## config.mk

```make
export PLATFORM = sky130hd
export DESIGN_NAME = axi_ni_receive_pinout_buffer_flat
export DESIGN_NICKNAME = d
export VERILOG_FILES = /design/src/rtl/axi_ni_receive_pinout_buffer_pkg.sv /design/src/rtl/axi_ni_receive_pinout_buffer_if.sv /design/src/rtl/axi_ni_receive_pinout_buffer_fifo.sv /design/src/rtl/axi_ni_receive_pinout_buffer.sv /design/src/flat_wrapper.sv
export SDC_FILE = /design/constraint.sdc
export NUM_CORES = 1
export LEC_CHECK = 0
export ABC_CLOCK_PERIOD_IN_PS = 4200
export BUFFER_PORTS_ARGS = -buffer_cell sky130_fd_sc_hd__buf_2
export CAP_MARGIN = 5
export CORE_ASPECT_RATIO = 1.2
export CORE_MARGIN = 1
export CORE_UTILIZATION = 51
export DETAILED_ROUTE_END_ITERATION = 12
export PLACE_DENSITY_LB_ADDON = 0.1
export SLEW_MARGIN = 0
export SYNTH_ARGS = -nofsm -noshare
export SYNTH_HDL_FRONTEND = slang
export SYNTH_SLANG_ARGS = --single-unit
```

## constraint.sdc

```tcl
create_clock -name clk -period 4.2 [get_ports clk]
set_input_delay 0.21 -clock clk [delete_from_list [all_inputs] [get_ports clk]]
set_output_delay 0.21 -clock clk [all_outputs]
set_load 0.1 [all_outputs]
```

## src/rtl/axi_ni_receive_pinout_buffer_pkg.sv

```systemverilog
// rtl/axi_ni_receive_pinout_buffer_pkg.sv - shared AXI widths, command attribute struct and clog2 helper
package axi_ni_receive_pinout_buffer_pkg;

  localparam int AXIIDWD    = 4;
  localparam int AXILENWD   = 8;
  localparam int AXISIZEWD  = 3;
  localparam int AXIBURSTWD = 2;
  localparam int AXILOCKWD  = 2;
  localparam int AXICACHEWD = 4;
  localparam int AXIPROTWD  = 3;

  typedef struct packed {
    logic [AXIIDWD-1:0]    id;
    logic [AXILENWD-1:0]   len;
    logic [AXISIZEWD-1:0]  size;
    logic [AXIBURSTWD-1:0] burst;
    logic [AXILOCKWD-1:0]  lock;
    logic [AXICACHEWD-1:0] cache;
    logic [AXIPROTWD-1:0]  prot;
  } ax_attr_t;

  function automatic int clog2(input int value);
    int r;
    r = 0;
    while ((1 << r) < value) r++;
    return r;
  endfunction

endpackage

```

## src/rtl/axi_ni_receive_pinout_buffer_if.sv

```systemverilog
// rtl/axi_ni_receive_pinout_buffer_if.sv - AXI AW/AR/W target-port bundle driven by the NI receive stage
interface axi_ni_receive_pinout_buffer_if
  import axi_ni_receive_pinout_buffer_pkg::*;
#(
  parameter int AXIAWADDRWD = 32,
  parameter int AXIARADDRWD = 32,
  parameter int AXIWDATAWD  = 32
);
  logic [AXIIDWD-1:0]      AWID;
  logic [AXIAWADDRWD-1:0]  AWADDR;
  logic [AXILENWD-1:0]     AWLEN;
  logic [AXISIZEWD-1:0]    AWSIZE;
  logic [AXIBURSTWD-1:0]   AWBURST;
  logic [AXILOCKWD-1:0]    AWLOCK;
  logic [AXICACHEWD-1:0]   AWCACHE;
  logic [AXIPROTWD-1:0]    AWPROT;
  logic                    AWVALID;
  logic                    AWREADY;
  logic [AXIIDWD-1:0]      ARID;
  logic [AXIARADDRWD-1:0]  ARADDR;
  logic [AXILENWD-1:0]     ARLEN;
  logic [AXISIZEWD-1:0]    ARSIZE;
  logic [AXIBURSTWD-1:0]   ARBURST;
  logic [AXILOCKWD-1:0]    ARLOCK;
  logic [AXICACHEWD-1:0]   ARCACHE;
  logic [AXIPROTWD-1:0]    ARPROT;
  logic                    ARVALID;
  logic                    ARREADY;
  logic [AXIIDWD-1:0]      WID;
  logic [AXIWDATAWD-1:0]   WDATA;
  logic [AXIWDATAWD/8-1:0] WSTRB;
  logic                    WLAST;
  logic                    WVALID;
  logic                    WREADY;

  modport master (
    output AWID, AWADDR, AWLEN, AWSIZE, AWBURST, AWLOCK, AWCACHE, AWPROT, AWVALID,
    input  AWREADY,
    output ARID, ARADDR, ARLEN, ARSIZE, ARBURST, ARLOCK, ARCACHE, ARPROT, ARVALID,
    input  ARREADY,
    output WID, WDATA, WSTRB, WLAST, WVALID,
    input  WREADY
  );

  modport slave (
    input  AWID, AWADDR, AWLEN, AWSIZE, AWBURST, AWLOCK, AWCACHE, AWPROT, AWVALID,
    output AWREADY,
    input  ARID, ARADDR, ARLEN, ARSIZE, ARBURST, ARLOCK, ARCACHE, ARPROT, ARVALID,
    output ARREADY,
    input  WID, WDATA, WSTRB, WLAST, WVALID,
    output WREADY
  );
endinterface

```

## src/rtl/axi_ni_receive_pinout_buffer_fifo.sv

```systemverilog
// rtl/axi_ni_receive_pinout_buffer_fifo.sv - ni_sync_fifo, power-of-two synchronous FIFO with head-entry output
module ni_sync_fifo
  import axi_ni_receive_pinout_buffer_pkg::*;
#(
  parameter int WIDTH = 8,
  parameter int DEPTH = 4
) (
  input  logic             clk,
  input  logic             rst_n,
  input  logic             push,
  input  logic [WIDTH-1:0] wdata,
  input  logic             pop,
  output logic [WIDTH-1:0] rdata,
  output logic             empty,
  output logic             full
);
  localparam int PW = clog2(DEPTH);
  localparam int CW = clog2(DEPTH + 1);

  logic [WIDTH-1:0] mem [DEPTH];
  logic [PW-1:0]    wr_ptr, rd_ptr;
  logic [CW-1:0]    count;
  logic             wr_en, rd_en;

  assign full  = (count == CW'(DEPTH));
  assign empty = (count == '0);
  assign wr_en = push && !full;
  assign rd_en = pop && !empty;
  assign rdata = mem[rd_ptr];

  // Pointers wrap naturally because DEPTH is a power of two.
  always_ff @(posedge clk or negedge rst_n) begin
    if (!rst_n) begin
      wr_ptr <= '0;
      rd_ptr <= '0;
      count  <= '0;
    end else begin
      if (wr_en) wr_ptr <= wr_ptr + 1'b1;
      if (rd_en) rd_ptr <= rd_ptr + 1'b1;
      case ({wr_en, rd_en})
        2'b10:   count <= count + 1'b1;
        2'b01:   count <= count - 1'b1;
        default: count <= count;
      endcase
    end
  end

  always_ff @(posedge clk) begin
    if (wr_en) mem[wr_ptr] <= wdata;
  end
endmodule

```

## src/rtl/axi_ni_receive_pinout_buffer.sv

```systemverilog
// rtl/axi_ni_receive_pinout_buffer.sv - NI receive pinout stage: AW/AR/W FIFOs, W credit gating, masked AXI outputs
module axi_ni_receive_pinout_buffer
  import axi_ni_receive_pinout_buffer_pkg::*;
#(
  parameter int AXIAWADDRWD  = 32,
  parameter int AXIARADDRWD  = 32,
  parameter int AXIWDATAWD   = 32,
  parameter int AW_DEPTH     = 2,
  parameter int AR_DEPTH     = 2,
  parameter int W_DEPTH      = 4,
  parameter int W_AFTER_AW   = 1,
  parameter int MAX_W_BURSTS = 4
) (
  input  logic                          clk,
  input  logic                          rst_n,
  input  logic                          aw_push,
  input  logic                          ar_push,
  input  logic                          wd_push,
  input  logic [AXIIDWD-1:0]            received_id,
  input  logic [((AXIAWADDRWD > AXIARADDRWD) ? AXIAWADDRWD : AXIARADDRWD)-1:0] received_address,
  input  logic [AXIWDATAWD-1:0]         received_data,
  input  logic [AXILENWD-1:0]           decoded_LEN,
  input  logic [AXISIZEWD-1:0]          decoded_SIZE,
  input  logic [AXIBURSTWD-1:0]         decoded_BURST,
  input  logic [AXILOCKWD-1:0]          decoded_LOCK,
  input  logic [AXICACHEWD-1:0]         decoded_CACHE,
  input  logic [AXIPROTWD-1:0]          decoded_PROT,
  input  logic [AXIWDATAWD/8-1:0]       decoded_WSTRB,
  input  logic                          decoded_WLAST,
  output logic                          aw_full,
  output logic                          ar_full,
  output logic                          wd_full,
  output logic                          overflow_err,
  axi_ni_receive_pinout_buffer_if.master axi
);
  localparam int AW_W = $bits(ax_attr_t) + AXIAWADDRWD;
  localparam int AR_W = $bits(ax_attr_t) + AXIARADDRWD;
  localparam int W_W  = AXIIDWD + AXIWDATAWD + AXIWDATAWD/8 + 1;
  localparam int CRW  = clog2(MAX_W_BURSTS + 1);

  ax_attr_t        attr, aw_attr, ar_attr;
  logic [AW_W-1:0] aw_head, aw_out;
  logic [AR_W-1:0] ar_head, ar_out;
  logic [W_W-1:0]  w_head, w_out;
  logic            aw_empty, ar_empty, w_empty, aw_fifo_full;
  logic            aw_hs, ar_hs, w_hs, wlast_hs, aw_acc;
  logic [CRW-1:0]  credit, owed;

  assign attr = '{id: received_id, len: decoded_LEN, size: decoded_SIZE, burst: decoded_BURST,
                  lock: decoded_LOCK, cache: decoded_CACHE, prot: decoded_PROT};

  ni_sync_fifo #(.WIDTH(AW_W), .DEPTH(AW_DEPTH)) u_aw_fifo (
    .clk(clk), .rst_n(rst_n), .push(aw_acc), .wdata({attr, received_address[AXIAWADDRWD-1:0]}),
    .pop(aw_hs), .rdata(aw_head), .empty(aw_empty), .full(aw_fifo_full));

  ni_sync_fifo #(.WIDTH(AR_W), .DEPTH(AR_DEPTH)) u_ar_fifo (
    .clk(clk), .rst_n(rst_n), .push(ar_push), .wdata({attr, received_address[AXIARADDRWD-1:0]}),
    .pop(ar_hs), .rdata(ar_head), .empty(ar_empty), .full(ar_full));

  ni_sync_fifo #(.WIDTH(W_W), .DEPTH(W_DEPTH)) u_w_fifo (
    .clk(clk), .rst_n(rst_n), .push(wd_push),
    .wdata({received_id, received_data, decoded_WSTRB, decoded_WLAST}),
    .pop(w_hs), .rdata(w_head), .empty(w_empty), .full(wd_full));

  // owed counts accepted AWs (queued or issued) still awaiting WLAST; throttling on it
  // keeps credit bounded even when the AW FIFO still holds un-issued commands.
  assign aw_full  = aw_fifo_full || (owed == CRW'(MAX_W_BURSTS));
  assign aw_acc   = aw_push && !aw_full;

  assign axi.AWVALID = !aw_empty;
  assign axi.ARVALID = !ar_empty;
  assign axi.WVALID  = !w_empty && ((W_AFTER_AW == 0) || (credit != '0));

  assign aw_hs    = axi.AWVALID && axi.AWREADY;
  assign ar_hs    = axi.ARVALID && axi.ARREADY;
  assign w_hs     = axi.WVALID && axi.WREADY;
  assign wlast_hs = w_hs && axi.WLAST;

  assign aw_out = axi.AWVALID ? aw_head : '0;
  assign ar_out = axi.ARVALID ? ar_head : '0;
  assign w_out  = axi.WVALID  ? w_head  : '0;

  assign {aw_attr, axi.AWADDR} = aw_out;
  assign {ar_attr, axi.ARADDR} = ar_out;
  assign {axi.WID, axi.WDATA, axi.WSTRB, axi.WLAST} = w_out;

  assign axi.AWID    = aw_attr.id;
  assign axi.AWLEN   = aw_attr.len;
  assign axi.AWSIZE  = aw_attr.size;
  assign axi.AWBURST = aw_attr.burst;
  assign axi.AWLOCK  = aw_attr.lock;
  assign axi.AWCACHE = aw_attr.cache;
  assign axi.AWPROT  = aw_attr.prot;
  assign axi.ARID    = ar_attr.id;
  assign axi.ARLEN   = ar_attr.len;
  assign axi.ARSIZE  = ar_attr.size;
  assign axi.ARBURST = ar_attr.burst;
  assign axi.ARLOCK  = ar_attr.lock;
  assign axi.ARCACHE = ar_attr.cache;
  assign axi.ARPROT  = ar_attr.prot;

  // Decrements saturate at zero; only reachable when W is not ordered behind AW.
  always_ff @(posedge clk or negedge rst_n) begin
    if (!rst_n) begin
      credit       <= '0;
      owed         <= '0;
      overflow_err <= 1'b0;
    end else begin
      case ({aw_hs, wlast_hs})
        2'b10:   credit <= credit + 1'b1;
        2'b01:   credit <= (credit != '0) ? credit - 1'b1 : credit;
        default: credit <= credit;
      endcase
      case ({aw_acc, wlast_hs})
        2'b10:   owed <= owed + 1'b1;
        2'b01:   owed <= (owed != '0) ? owed - 1'b1 : owed;
        default: owed <= owed;
      endcase
      if ((aw_push && aw_full) || (ar_push && ar_full) || (wd_push && wd_full))
        overflow_err <= 1'b1;
    end
  end
endmodule

```

## src/flat_wrapper.sv

```systemverilog
// flat-port wrapper written by rule: the top's interface ports become plain ports
module axi_ni_receive_pinout_buffer_flat import axi_ni_receive_pinout_buffer_pkg::*;
#(
  parameter int AXIAWADDRWD  = 32,
  parameter int AXIARADDRWD  = 32,
  parameter int AXIWDATAWD   = 32,
  parameter int AW_DEPTH     = 2,
  parameter int AR_DEPTH     = 2,
  parameter int W_DEPTH      = 4,
  parameter int W_AFTER_AW   = 1,
  parameter int MAX_W_BURSTS = 4
)
  (clk, rst_n, aw_push, ar_push, wd_push, received_id, received_address, received_data, decoded_LEN, decoded_SIZE, decoded_BURST, decoded_LOCK, decoded_CACHE, decoded_PROT, decoded_WSTRB, decoded_WLAST, aw_full, ar_full, wd_full, overflow_err, axi_AWID, axi_AWADDR, axi_AWLEN, axi_AWSIZE, axi_AWBURST, axi_AWLOCK, axi_AWCACHE, axi_AWPROT, axi_AWVALID, axi_AWREADY, axi_ARID, axi_ARADDR, axi_ARLEN, axi_ARSIZE, axi_ARBURST, axi_ARLOCK, axi_ARCACHE, axi_ARPROT, axi_ARVALID, axi_ARREADY, axi_WID, axi_WDATA, axi_WSTRB, axi_WLAST, axi_WVALID, axi_WREADY);
  axi_ni_receive_pinout_buffer_if #(.AXIAWADDRWD(AXIAWADDRWD), .AXIARADDRWD(AXIARADDRWD), .AXIWDATAWD(AXIWDATAWD)) axi_i ();
  input  logic clk;
  input  logic rst_n;
  input  logic aw_push;
  input  logic ar_push;
  input  logic wd_push;
  input  logic [AXIIDWD-1:0] received_id;
  input  logic [((AXIAWADDRWD > AXIARADDRWD) ? AXIAWADDRWD : AXIARADDRWD)-1:0] received_address;
  input  logic [AXIWDATAWD-1:0] received_data;
  input  logic [AXILENWD-1:0] decoded_LEN;
  input  logic [AXISIZEWD-1:0] decoded_SIZE;
  input  logic [AXIBURSTWD-1:0] decoded_BURST;
  input  logic [AXILOCKWD-1:0] decoded_LOCK;
  input  logic [AXICACHEWD-1:0] decoded_CACHE;
  input  logic [AXIPROTWD-1:0] decoded_PROT;
  input  logic [AXIWDATAWD/8-1:0] decoded_WSTRB;
  input  logic decoded_WLAST;
  output logic aw_full;
  output logic ar_full;
  output logic wd_full;
  output logic overflow_err;
  output wire logic [$bits(axi_i.AWID)-1:0] axi_AWID;
  output wire logic [$bits(axi_i.AWADDR)-1:0] axi_AWADDR;
  output wire logic [$bits(axi_i.AWLEN)-1:0] axi_AWLEN;
  output wire logic [$bits(axi_i.AWSIZE)-1:0] axi_AWSIZE;
  output wire logic [$bits(axi_i.AWBURST)-1:0] axi_AWBURST;
  output wire logic [$bits(axi_i.AWLOCK)-1:0] axi_AWLOCK;
  output wire logic [$bits(axi_i.AWCACHE)-1:0] axi_AWCACHE;
  output wire logic [$bits(axi_i.AWPROT)-1:0] axi_AWPROT;
  output wire logic [$bits(axi_i.AWVALID)-1:0] axi_AWVALID;
  input wire logic [$bits(axi_i.AWREADY)-1:0] axi_AWREADY;
  output wire logic [$bits(axi_i.ARID)-1:0] axi_ARID;
  output wire logic [$bits(axi_i.ARADDR)-1:0] axi_ARADDR;
  output wire logic [$bits(axi_i.ARLEN)-1:0] axi_ARLEN;
  output wire logic [$bits(axi_i.ARSIZE)-1:0] axi_ARSIZE;
  output wire logic [$bits(axi_i.ARBURST)-1:0] axi_ARBURST;
  output wire logic [$bits(axi_i.ARLOCK)-1:0] axi_ARLOCK;
  output wire logic [$bits(axi_i.ARCACHE)-1:0] axi_ARCACHE;
  output wire logic [$bits(axi_i.ARPROT)-1:0] axi_ARPROT;
  output wire logic [$bits(axi_i.ARVALID)-1:0] axi_ARVALID;
  input wire logic [$bits(axi_i.ARREADY)-1:0] axi_ARREADY;
  output wire logic [$bits(axi_i.WID)-1:0] axi_WID;
  output wire logic [$bits(axi_i.WDATA)-1:0] axi_WDATA;
  output wire logic [$bits(axi_i.WSTRB)-1:0] axi_WSTRB;
  output wire logic [$bits(axi_i.WLAST)-1:0] axi_WLAST;
  output wire logic [$bits(axi_i.WVALID)-1:0] axi_WVALID;
  input wire logic [$bits(axi_i.WREADY)-1:0] axi_WREADY;
  assign axi_AWID = axi_i.AWID;
  assign axi_AWADDR = axi_i.AWADDR;
  assign axi_AWLEN = axi_i.AWLEN;
  assign axi_AWSIZE = axi_i.AWSIZE;
  assign axi_AWBURST = axi_i.AWBURST;
  assign axi_AWLOCK = axi_i.AWLOCK;
  assign axi_AWCACHE = axi_i.AWCACHE;
  assign axi_AWPROT = axi_i.AWPROT;
  assign axi_AWVALID = axi_i.AWVALID;
  assign axi_i.AWREADY = axi_AWREADY;
  assign axi_ARID = axi_i.ARID;
  assign axi_ARADDR = axi_i.ARADDR;
  assign axi_ARLEN = axi_i.ARLEN;
  assign axi_ARSIZE = axi_i.ARSIZE;
  assign axi_ARBURST = axi_i.ARBURST;
  assign axi_ARLOCK = axi_i.ARLOCK;
  assign axi_ARCACHE = axi_i.ARCACHE;
  assign axi_ARPROT = axi_i.ARPROT;
  assign axi_ARVALID = axi_i.ARVALID;
  assign axi_i.ARREADY = axi_ARREADY;
  assign axi_WID = axi_i.WID;
  assign axi_WDATA = axi_i.WDATA;
  assign axi_WSTRB = axi_i.WSTRB;
  assign axi_WLAST = axi_i.WLAST;
  assign axi_WVALID = axi_i.WVALID;
  assign axi_i.WREADY = axi_WREADY;
  axi_ni_receive_pinout_buffer #(.AXIAWADDRWD(AXIAWADDRWD), .AXIARADDRWD(AXIARADDRWD), .AXIWDATAWD(AXIWDATAWD), .AW_DEPTH(AW_DEPTH), .AR_DEPTH(AR_DEPTH), .W_DEPTH(W_DEPTH), .W_AFTER_AW(W_AFTER_AW), .MAX_W_BURSTS(MAX_W_BURSTS)) u_core (.clk(clk), .rst_n(rst_n), .aw_push(aw_push), .ar_push(ar_push), .wd_push(wd_push), .received_id(received_id), .received_address(received_address), .received_data(received_data), .decoded_LEN(decoded_LEN), .decoded_SIZE(decoded_SIZE), .decoded_BURST(decoded_BURST), .decoded_LOCK(decoded_LOCK), .decoded_CACHE(decoded_CACHE), .decoded_PROT(decoded_PROT), .decoded_WSTRB(decoded_WSTRB), .decoded_WLAST(decoded_WLAST), .aw_full(aw_full), .ar_full(ar_full), .wd_full(wd_full), .overflow_err(overflow_err), .axi(axi_i));
endmodule
```

Word-level counts from Yosys, hierarchy flattened
Memory sizes are Yosys's and may differ from the RTL's.
Index checks and enable logic that the tools add are counted.
Widths: inputs -> output; s select.
{"block": "op_classes", "add_sub_neg": 16, "eq_ne": 16, "mux": 16, "n_reduce_logical": 37}
{"op": "$mux 58", "count": 2}
{"op": "$mux 41", "count": 1}
{"op": "$pmux 3 s2", "count": 3}
{"op": "$logic_and 1x1->1", "count": 15}
{"op": "$eq 2x2->1 const B", "count": 7}
{"op": "$eq 2x1->1 const B", "count": 5}
{"op": "$reduce_bool 2->1", "count": 5}
{"op": "$add 3x1->3 const B", "count": 3}
{"op": "$sub 3x1->3 const B", "count": 3}
{"op": "$add 2x1->2 const B", "count": 4}
{"op": "$pmux 2 s2", "count": 2}
{"op": "$logic_not 1->1", "count": 7}
{"op": "$eq 3x3->1 const B", "count": 2}
{"op": "$mux 1", "count": 6}
{"op": "$mux 3", "count": 2}
{"op": "$reduce_bool 3->1", "count": 2}
{"op": "$add 1x1->1 const B", "count": 4}
{"op": "$logic_not 2->1", "count": 2}
{"op": "$ne 2x1->1 const B", "count": 2}
{"op": "$reduce_and 2->1", "count": 2}
{"op": "$sub 2x1->2 const B", "count": 2}
{"op": "$logic_not 3->1", "count": 1}
{"op": "$logic_or 1x1->1", "count": 3}
{"block": "word_totals", "reg_bits": 22, "mem_bits_rw": 396, "inputBits": 103, "output_inout_bits": 164, "word_cells": 100, "memories": 3}
{"memory": "u_core.u_w_fifo.mem", "words": 4, "width": 41, "read_ports": 1, "rd_ports_with_merged_regs": 0, "write_ports": 1, "line": "axi_ni_receive_pinout_buffer_fifo.sv:20", "text": "logic [WIDTH-1:0] mem [DEPTH];"}
{"memory": "u_core.u_ar_fifo.mem", "words": 2, "width": 58, "read_ports": 1, "rd_ports_with_merged_regs": 0, "write_ports": 1, "line": "axi_ni_receive_pinout_buffer_fifo.sv:20"}
{"memory": "u_core.u_aw_fifo.mem", "words": 2, "width": 58, "read_ports": 1, "rd_ports_with_merged_regs": 0, "write_ports": 1, "line": "axi_ni_receive_pinout_buffer_fifo.sv:20"}

Depth between registers and ports, before layout
Gate-level depths: netlist of the first run.
{"block": "logic_depth", "ltp_word": 8, "depth_mapped": 10}

Modules after synthesis
Synthesis of the first run repeated with hierarchy kept, for this count alone.
{"block": "unflattened", "cells_unflattened": 881, "hier_area_um2": 16823.6}
{"module": "ni_sync_fifo (u_core.u_ar_fifo ...)", "instances": 2, "cells_each": 199, "area_each_um2": 4425.5}
{"module": "ni_sync_fifo (u_core.u_w_fifo)", "instances": 1, "cells_each": 252, "area_each_um2": 6396.1}
{"module": "axi_ni_receive_pinout_buffer", "instances": 1, "cells_each": 231, "area_each_um2": 1576.5}

Worst setup path before layout of the first run
OpenSTA, ideal clock, no wires.
{"block": "synth_timing", "kind": "register to register", "from": "register u_core.u_aw_fifo.count[0]", "to": "memory u_core.u_aw_fifo.mem[0][0] (netlist name) (enable)", "setup_ns": 0.474, "arrival_time_ns": 3.454, "required_time_ns": 3.726, "setup_slack_ns": 0.272, "path_stages_with_launch": 6, "n_path_buf": 1, "cell_sequence": "dfrtp_1 > nand2b_1 > and3_1 > buf_2 > inv_1 > nor2_1"}
{"block": "synth_between", "elab_chain_cells": 7, "word_cells_on_any_way": 8}
{"item": "start, declared", "line": "axi_ni_receive_pinout_buffer_fifo.sv:22", "text": "logic [CW-1:0] count;"}
{"item": "start signal, assigned", "line": "axi_ni_receive_pinout_buffer_fifo.sv:41", "text": "2'b10: count <= count + 1'b1;"}
{"item": "start signal, assigned", "line": "axi_ni_receive_pinout_buffer_fifo.sv:42", "text": "2'b01: count <= count - 1'b1;"}
{"item": "start signal, assigned", "line": "axi_ni_receive_pinout_buffer_fifo.sv:43", "text": "default: count <= count;"}
{"item": "$eq 2x2->1 *", "line": "axi_ni_receive_pinout_buffer_fifo.sv:25", "text": "assign full = (count == CW'(DEPTH));"}
{"item": "$logic_or 1x1->1", "line": "axi_ni_receive_pinout_buffer.sv:67", "text": "assign aw_full = aw_fifo_full || (owed == CRW'(MAX_W_BURSTS));"}
{"item": "$logic_not 1->1", "line": "axi_ni_receive_pinout_buffer.sv:68", "text": "assign aw_acc = aw_push && !aw_full;"}
{"item": "$logic_and 1x1->1", "line": "axi_ni_receive_pinout_buffer.sv:68"}
{"item": "$logic_and 1x1->1 *", "line": "axi_ni_receive_pinout_buffer_fifo.sv:27", "text": "assign wr_en = push && !full;"}
{"item": "$mux 1 *", "line": "axi_ni_receive_pinout_buffer_fifo.sv:49", "text": "if (wr_en) mem[wr_ptr] <= wdata;"}
{"item": "$mux 1 (implied by the code) *", "line": "axi_ni_receive_pinout_buffer_fifo.sv:49"}
{"item": "end, declared", "line": "axi_ni_receive_pinout_buffer_fifo.sv:20"}
Every way passes the cells marked *; elsewhere a longest branch is shown, timed or not.

Final worst setup path of the first run
{"block": "layout_timing", "from": "register u_core.u_w_fifo.rd_ptr[0]", "to": "output port axi_WDATA[20]"}
{"block": "layout_between", "elab_chain_cells": 2}
{"item": "start, declared", "line": "axi_ni_receive_pinout_buffer_fifo.sv:21", "text": "logic [PW-1:0] wr_ptr, rd_ptr;"}
{"item": "start signal, assigned", "line": "axi_ni_receive_pinout_buffer_fifo.sv:39", "text": "if (rd_en) rd_ptr <= rd_ptr + 1'b1;"}
{"item": "$mem_v2 4x41"}
{"item": "$mux 41", "line": "axi_ni_receive_pinout_buffer.sv:81", "text": "assign w_out = axi.WVALID ? w_head : '0;"}
{"item": "end, declared", "line": "flat_wrapper.sv:56", "text": "output wire logic [$bits(axi_i.WDATA)-1:0] axi_WDATA;"}
Every way passes these cells.

==> summary.txt, run 1 <==
Critical path
  – Crit path required time: 3.99 ns
  – CP bufs+invs: 2
  – Crit-path max cell delay: 0.68 ns
  – Crit start category: flip-flop
  – Crit Path Category: flip-flop to output pin
  – Crit-path max FO: 42
  – Worst EP arrival: 2.69 ns
  – Crit. End Element: output pin
  – CP startpoint: u_core.u_w_fifo.rd_ptr[0]
  – Critical path's top delay family: buffers and inverters
  – CP max stage cell: buf_4
  – Worst r2r src: u_core.u_w_fifo.count[0]
  – Crit-path cells: buf_4, mux4_2, and3_1, buf_2

Detailed routing
  – Pre-antenna DRT Iters: 4
  – Via count: 8815
  – Top routing layer in use: met5
  – Met1 Wirelength: 13.1 mm
  – Via density: 5.23
  – Residual DRC: 0
  – Routed length on met3: 2.05 mm
  – Initial drt markers: 493
  – Drt total wl: 33.1 mm
  – Antenna Nets Post-Route: 0
  – WL per Instance: 19.6 um
  – Met2 WL: 17.2 mm

Clocking
  – CTS clk-pin slew, worst paths: 0.06 ns
  – CTS tree: built
  – CTS Root Cell: clkbuf_16
  – CTS Buffer Depth: 3
  – CTS Sinks: 418
  – CTS H-tree lvls: 2
  – Cts bufs inserted: 41
  – Clk_lat worst skew: 0.52 ns

Timing
  – F_max: 345 MHz
  – Slew Limit Fails: 0
  – Final WS setup: 1.30 ns
  – Clock skew: 0.0141 ns
  – Setup Viol. Count Final: 0
  – Crit share post-route: 69.0%
  – RSZ-0062 raised after global routing: false
  – Setup TNS: 0 ns
  – Slew @ Worst Pin: 1.17 ns
  – Max-slew headroom: 21.9%
  – Tmin final: 2.90 ns
  – Hold Vio Cnt, Final: 0

Die
  – Vert. Die Dim: 197 um
  – Die width: 165 um
  – Ports: 267
  – Rows: 71
  – Die ar.: 32400 um^2
  – Initial core utilization: 51.7%
  – Core box area: 31300 um^2

Yosys
  – Syn nets: 995
  – Synth top area share: 73.5%
  – Syn. warnings: 0
  – Distinct cells, synth: 39
  – Synth area leaders: edfxtp_1 (74%), mux2i_1 (7.4%), mux4_2 (5.7%)
  – Register area share after synthesis: 76.9%
  – Area leader, netlist: edfxtp_1
  – Post-Synthesis Cells: 882
  – Top_reg_cell synth: edfxtp_1
  – Post-synth EDFFs: 396
  – Seq cells post-synth: 418
  – Ys async rst share: 5.26%
  – Mapped cell area: 16200 um^2
  – Mean Syn Cell Area: 18.3 um^2

Final layout
  – Fraction of layout cells with a size suffix above 1: 30.2%
  – Layout Nets: 1370
  – Design area: 20200 um^2
  – Final core occ: 64.5%
  – P&R area growth vs syn: 24.7%
  – FILL cells: 2237

Min path
  – Beginning of the worst hold path: axi_ARREADY
  – Hold Crit Class: primary input to flip-flop

Global route
  – Gr usage total: 20.6%
  – Total gr overflow: 0
  – Vias in the first global route: 9116
  – Global-route wire length before repair: 49.9 mm
  – Initial antenna violation count: 2
  – Largest net degree at the start of global routing: 60

Placed design
  – Port bufs: 266
  – DP Worst Slack: 1.39 ns
  – Post-Place Cell Area: 18000 um^2
  – Detailed Place HPWL: 19.9 mm
  – GP Congestion: 0.733

Run
  – MaxCap Viol Count: 0

Status
  – Status: completed
==> synthesized netlist by cell type (3+ instances only) <==
master,instances
edfxtp_1,396
nor2_1,126
mux2i_1,120
and3_1,45
mux4_2,41
clkbuf_1,26
dfrtp_1,22
inv_1,15
xnor2_1,13
buf_1,11
buf_2,9
and2_1,8
ha_1,7
nand2_1,6
xor2_1,6
fa_1,3
==> worst reg2reg max path: stages (launching register included) <==
cell,delay (ns)
dfrtp_1,0.38
or3_1,0.64
buf_4,0.38
and4_4,0.32
nand2_1,0.09
fa_1,0.45
and2_1,0.15
mux2i_1,0.15
xnor2_1,0.13
==> cell families (layout without fill, tap and decap cells) <==
logic type                 count (synthesis)  in the layout  synth area share (%)
muxes                                    162            162                  13.2
AOI/OAI and AO/OA                         15             15                 0.681
adders and majority gates                 10             10                 0.913
DFF                                      418            418                  76.9
xor gates and xnor gates                  20             20                  1.13
other                                      0              1                     0
and+or+nand+nor                          194            194                  5.52
buffers and inverters                     63            466                  1.62
==> per-layer routing <==
metal,global-route usage (%),vias to the layer above
li1,-,4125
met3,4.77,51
met1,24.6,4383
met2,36.7,254
met5,0,-
met4,6.52,2
==> cell usage in the layout, fill, tap and decap left out, types with 2 or more instances in the layout <==
| cell type | synthesis | layout |
|---|---|---|
| inv_1 | 15 | 15 |
| mux4_2 | 41 | 41 |
| buf_2 | 9 | 266 |
| dfrtp_1 | 22 | 18 |
| clkinv_1 | 0 | 11 |
| and2_1 | 8 | 3 |
| clkinv_2 | 0 | 4 |
| clkbuf_16 | 0 | 41 |
| nand2b_1 | 2 | 2 |
| edfxtp_1 | 396 | 396 |
| buf_4 | 0 | 14 |
| nand2_1 | 6 | 6 |
| nor2_1 | 126 | 122 |
| and3_1 | 45 | 44 |
| dfrtp_2 | 0 | 2 |
| ha_1 | 7 | 7 |
| or3_1 | 2 | 2 |
| xnor2_1 | 13 | 13 |
| dfrtp_4 | 0 | 2 |
| clkbuf_1 | 26 | 12 |
| dlygate4sd3_1 | 0 | 99 |
| mux2i_1 | 120 | 120 |
| fa_1 | 3 | 3 |
| a221oi_1 | 2 | 2 |
| a31oi_1 | 2 | 2 |
| nor2_4 | 0 | 4 |
| xor2_1 | 6 | 6 |
| bufinv_16 | 0 | 2 |
| and2_2 | 0 | 5 |
==> flip-flops by register name (all words and copies together) (netlist names), 2 cells and up <==
| register | cells |
|---|---|
| u_core.credit | 3 |
| u_core.owed | 3 |
| u_core.u_ar_fifo.count | 2 |
| u_core.u_ar_fifo.mem | 116 |
| u_core.u_aw_fifo.count | 2 |
| u_core.u_aw_fifo.mem | 116 |
| u_core.u_w_fifo.count | 3 |
| u_core.u_w_fifo.mem | 164 |
| u_core.u_w_fifo.rd_ptr | 2 |
| u_core.u_w_fifo.wr_ptr | 2 |
==> final cells by class <==
cell class              count  area, um^2  area share, %
diodes                      1        2.50         0.0124
well taps                 401         502           2.49
clock inverters            18         129          0.639
flip-flops and latches    418       12500           61.7
clock buffers              53        1070           5.31
repair buffers            380        2450           12.1
inverters                  15        56.3          0.279
multi-input cells         401        3510           17.4
==> timing repair <==
action                    4_1_cts  5_1_grt
hold buffers                   99        0
gates resized for setup         0        0
buffers inserted                0        0
hold endpoints to repair      419        0
==> per-stage QoR <==
stage / hold WS [ns] / cells
floorplan: -0.0856 / 882
global placement: 0.218 / 1516
detailed placement: 0.227 / 1516
CTS: 0.0500 / 1686
global route: 0.0649 / 1686
finish: 0.0737 / 1687
==> worst paths after layout <==
path	cells after the start	to	slack, ns
worst max-delay path	4	axi_WDATA[20]	1.30
max in group asynchronous	2	u_core.u_aw_fifo.rd_ptr	3.58
worst max register to register	8	u_core.credit[2]	1.44
worst min register to register	1	u_core.credit[2]	0.47
min in group asynchronous	2	u_core.u_w_fifo.wr_ptr[0]	0.22
worst min-delay path	3	u_core.u_ar_fifo.rd_ptr	0.07
Power of run 1 is not shown: default switching activity piles up to over one toggle a cycle in this logic, so the estimate is an artifact.
==> run 2: changes to the inputs <==
--- a/config.mk
+++ b/config.mk
@@ -5,12 +5,13 @@
 export SDC_FILE = /design/constraint.sdc
 export NUM_CORES = 1
 export LEC_CHECK = 0
-export ABC_CLOCK_PERIOD_IN_PS = 4200
+export ABC_AREA = 1
+export ABC_CLOCK_PERIOD_IN_PS = 2740
 export BUFFER_PORTS_ARGS = -buffer_cell sky130_fd_sc_hd__buf_2
 export CAP_MARGIN = 5
 export CORE_ASPECT_RATIO = 1.2
 export CORE_MARGIN = 1
-export CORE_UTILIZATION = 51
+export CORE_UTILIZATION = 56
 export DETAILED_ROUTE_END_ITERATION = 12
 export PLACE_DENSITY_LB_ADDON = 0.1
 export SLEW_MARGIN = 0
==> constraint.sdc (replaced) <==
create_clock -name clk -period 2.74 [get_ports clk]
set_input_delay 0.137 -clock clk [delete_from_list [all_inputs] [get_ports clk]]
set_output_delay 0.137 -clock clk [all_outputs]
set_load 0.1 [all_outputs]
==> summary.txt, run 2 <==
Status
  – Status: completed

Final layout
  – Top reg by flops: u_core.u_w_fifo.mem
  – Most frequent cells in the layout: edfxtp_1 (396), nand2_1 (263), buf_2 (219), nor2_1 (168), a21oi_1 (160)
  – Design area: 21100 um^2
  – Number of flip-flops in the largest register: 164
  – Fraction of layout cells with a size suffix above 1: 23.3%
  – Commonest non-fill, non-tap cell in the layout: edfxtp_1
  – Layout Nets: 1737
  – Largest regs: u_core.u_w_fifo.mem x164, u_core.u_ar_fifo.mem x116, u_core.u_aw_fifo.mem x116
  – Antenna Cells: 0
  – P&R area growth vs syn: 30.0%

Detailed routing
  – Via density: 5.33
  – Met2 WL: 19.2 mm
  – Drt total wl: 37.7 mm
  – Routed length on met3: 2.96 mm
  – Initial drt markers: 679
  – Antenna Nets Post-Route: 0
  – Residual DRC: 0
  – Pre-antenna DRT Iters: 5
  – Top routing layer in use: met4
  – Met1 Wirelength: 14.2 mm
  – WL per Instance: 18.5 um
  – Via count: 10.8k

Yosys
  – Seq cells post-synth: 418
  – Synth area leaders: edfxtp_1 (73%), nand2_1 (6.1%), a21oi_1 (4.9%)
  – Post-synth EDFFs: 396
  – Mean Syn Cell Area: 12.9 um^2
  – Area leader, netlist: edfxtp_1
  – Post-synthesis simple-gate area fraction: 11.2%
  – Largest family of logic cells by synthesized area: simple AND/OR/NAND/NOR gates
  – Count leader, synth: edfxtp_1
  – Post-Synthesis Cells: 1258
  – Post-Synth Adder-Cell Area: 0.912%
  – Synth top area share: 73.4%
  – Mapped cell area: 16200 um^2
  – Syn. warnings: 0
  – Synth Area in XOR/XNOR: 0.811%
  – Post-synthesis compound-gate area fraction: 7.57%
  – Distinct cells, synth: 26
  – Top_reg_cell synth: edfxtp_1
  – Syn nets: 1371
  – Top cells by count, synth: edfxtp_1 (396), nand2_1 (263), nor2_1 (177)
  – Mux contribution to synthesized area: 0%
  – Register area share after synthesis: 76.8%
  – Ys async rst share: 5.26%

Critical path
  – Crit path required time: 2.60 ns
  – Crit Path Category: flip-flop to output pin
  – Critical path's top delay family: buffers and inverters
  – Worst EP arrival: 2.40 ns
  – Crit-path max FO: 58
  – Crit. End Element: output pin
  – CP bufs+invs: 2
  – Crit-path max cell delay: 0.55 ns
  – Crit-path cells: buf_4, nand2_1, a21oi_1, buf_2
  – Crit start category: flip-flop
  – Crit path depth: 4
  – Register-to-Register Path Depth: 10
  – CP max stage cell: buf_4

Min path
  – Hold Crit Class: primary input to flip-flop
  – Hold depth: 3

Die
  – Die ar.: 29600 um^2
  – Vert. Die Dim: 188 um
  – Ports: 267
  – Rows: 67
  – Initial core utilization: 57.5%
  – Die width: 157 um
  – Core box area: 28200 um^2

Timing
  – F_max: 394 MHz
  – Tmin final: 2.54 ns
  – Max-slew headroom: 51.8%
  – Clock skew: 0.0223 ns
  – Crit share post-route: 92.6%
  – Slew @ Worst Pin: 0.722 ns
  – Setup Viol. Count Final: 0
  – RSZ-0062 raised after global routing: false
  – Hold Vio Cnt, Final: 0
  – Slew Limit Fails: 0

Placed design
  – Post-Place Cell Area: 18800 um^2
  – GP Congestion: 0.758
  – Port bufs: 266
  – Detailed Place HPWL: 21.7 mm

Clocking
  – CTS Root Cell: clkbuf_16
  – CTS resizes: 0
  – CTS clk-pin slew, worst paths: 0.06 ns
  – Hold-fix buffers at CTS: 99
  – CTS tree: built
  – Post-CTS Setup Inserts: 0
  – Cts bufs inserted: 39
  – CTS H-tree lvls: 2
  – CTS Buffer Depth: 3
  – CTS Sinks: 418
  – Clk_lat worst skew: 0.53 ns

Global route
  – Total gr overflow: 0
  – Vias in the first global route: 10.7k
  – Largest net degree at the start of global routing: 75
  – Global-route wire length before repair: 57.7 mm
  – Initial antenna violation count: 0
  – Gr usage total: 25.7%

Run
  – MaxCap Viol Count: 0
==> run 2: cell types whose count changed after synthesis, moves of 6 or more <==
cell | before | now
nand3_1 | 0 | 11
clkbuf_1 | 26 | 39
mux4_2 | 41 | 0
nand2_1 | 6 | 263
o21ai_0 | 1 | 84
mux2i_1 | 120 | 0
inv_1 | 15 | 30
and3_1 | 45 | 0
buf_2 | 9 | 22
nor2_1 | 126 | 177
inv_2 | 0 | 6
xnor2_1 | 13 | 4
and2_1 | 8 | 0
a21oi_1 | 1 | 160
==> run 2: worst min-delay path: stages <==
cell     delay (ns)
buf_2          0.11
nand2_1        0.16
xor2_1         0.10
==> run 2: cell type report <==
cell class                      count  area (um^2)
Clock buffer                       47         1040
Timing Repair Buffer              394         3370
Clock inverter                     25          191
Tap cell                          379          474
Fill cell                        1823         7120
Sequential cell                   418        12400
Inverter                           36          135
Multi-Input combinational cell    735         3390
==> run 2: metrics by stage <==
step                      cells  util [%]  setup WS, ns  setup TNS, ns  hold slack (ns)
after floorplan            1258         -        -0.888        -102.98           -0.159
after global placement     1863      66.9         0.671              0            0.152
after detailed placement   1863      66.9         0.578              0            0.148
after CTS                  2034      74.7         0.233              0           0.0275
after global routing       2034      74.7         0.126              0           0.0626
final                      2034      74.7         0.204              0           0.0378
==> run 2: final timing paths <==
check                                         startpoint                         to  slack (ns)
min in group asynchronous                          rst_n  u_core.u_ar_fifo.count[0]        0.15
worst min register to register  u_core.u_w_fifo.count[1]   u_core.u_w_fifo.count[1]        0.48
worst max register to register  u_core.u_w_fifo.count[0]   u_core.u_w_fifo.count[2]        0.56
max in group asynchronous                          rst_n  u_core.u_w_fifo.rd_ptr[0]        2.21
worst min-delay path                         axi_AWREADY    u_core.u_aw_fifo.rd_ptr        0.04
worst max-delay path             u_core.u_aw_fifo.rd_ptr             axi_AWADDR[18]        0.20
==> run 2: kinds of logic (layout without fill, tap and decap cells) <==
group	after synthesis	count (layout)
adders and majority gates	10	10
xor gates and xnor gates	15	15
DFF	418	418
and+or+nand+nor	465	465
AOI/OAI and AO/OA	245	245
buffers and inverters	105	502
==> run 2: layer usage <==
metal | up-vias | track usage [%]
met5 | - | 0
li1 | 5129 | -
met1 | 5225 | 32.4
met2 | 417 | 43.1
met3 | 75 | 6.03
met4 | 0 | 9.52
Power of run 2 is left out for the same reason.
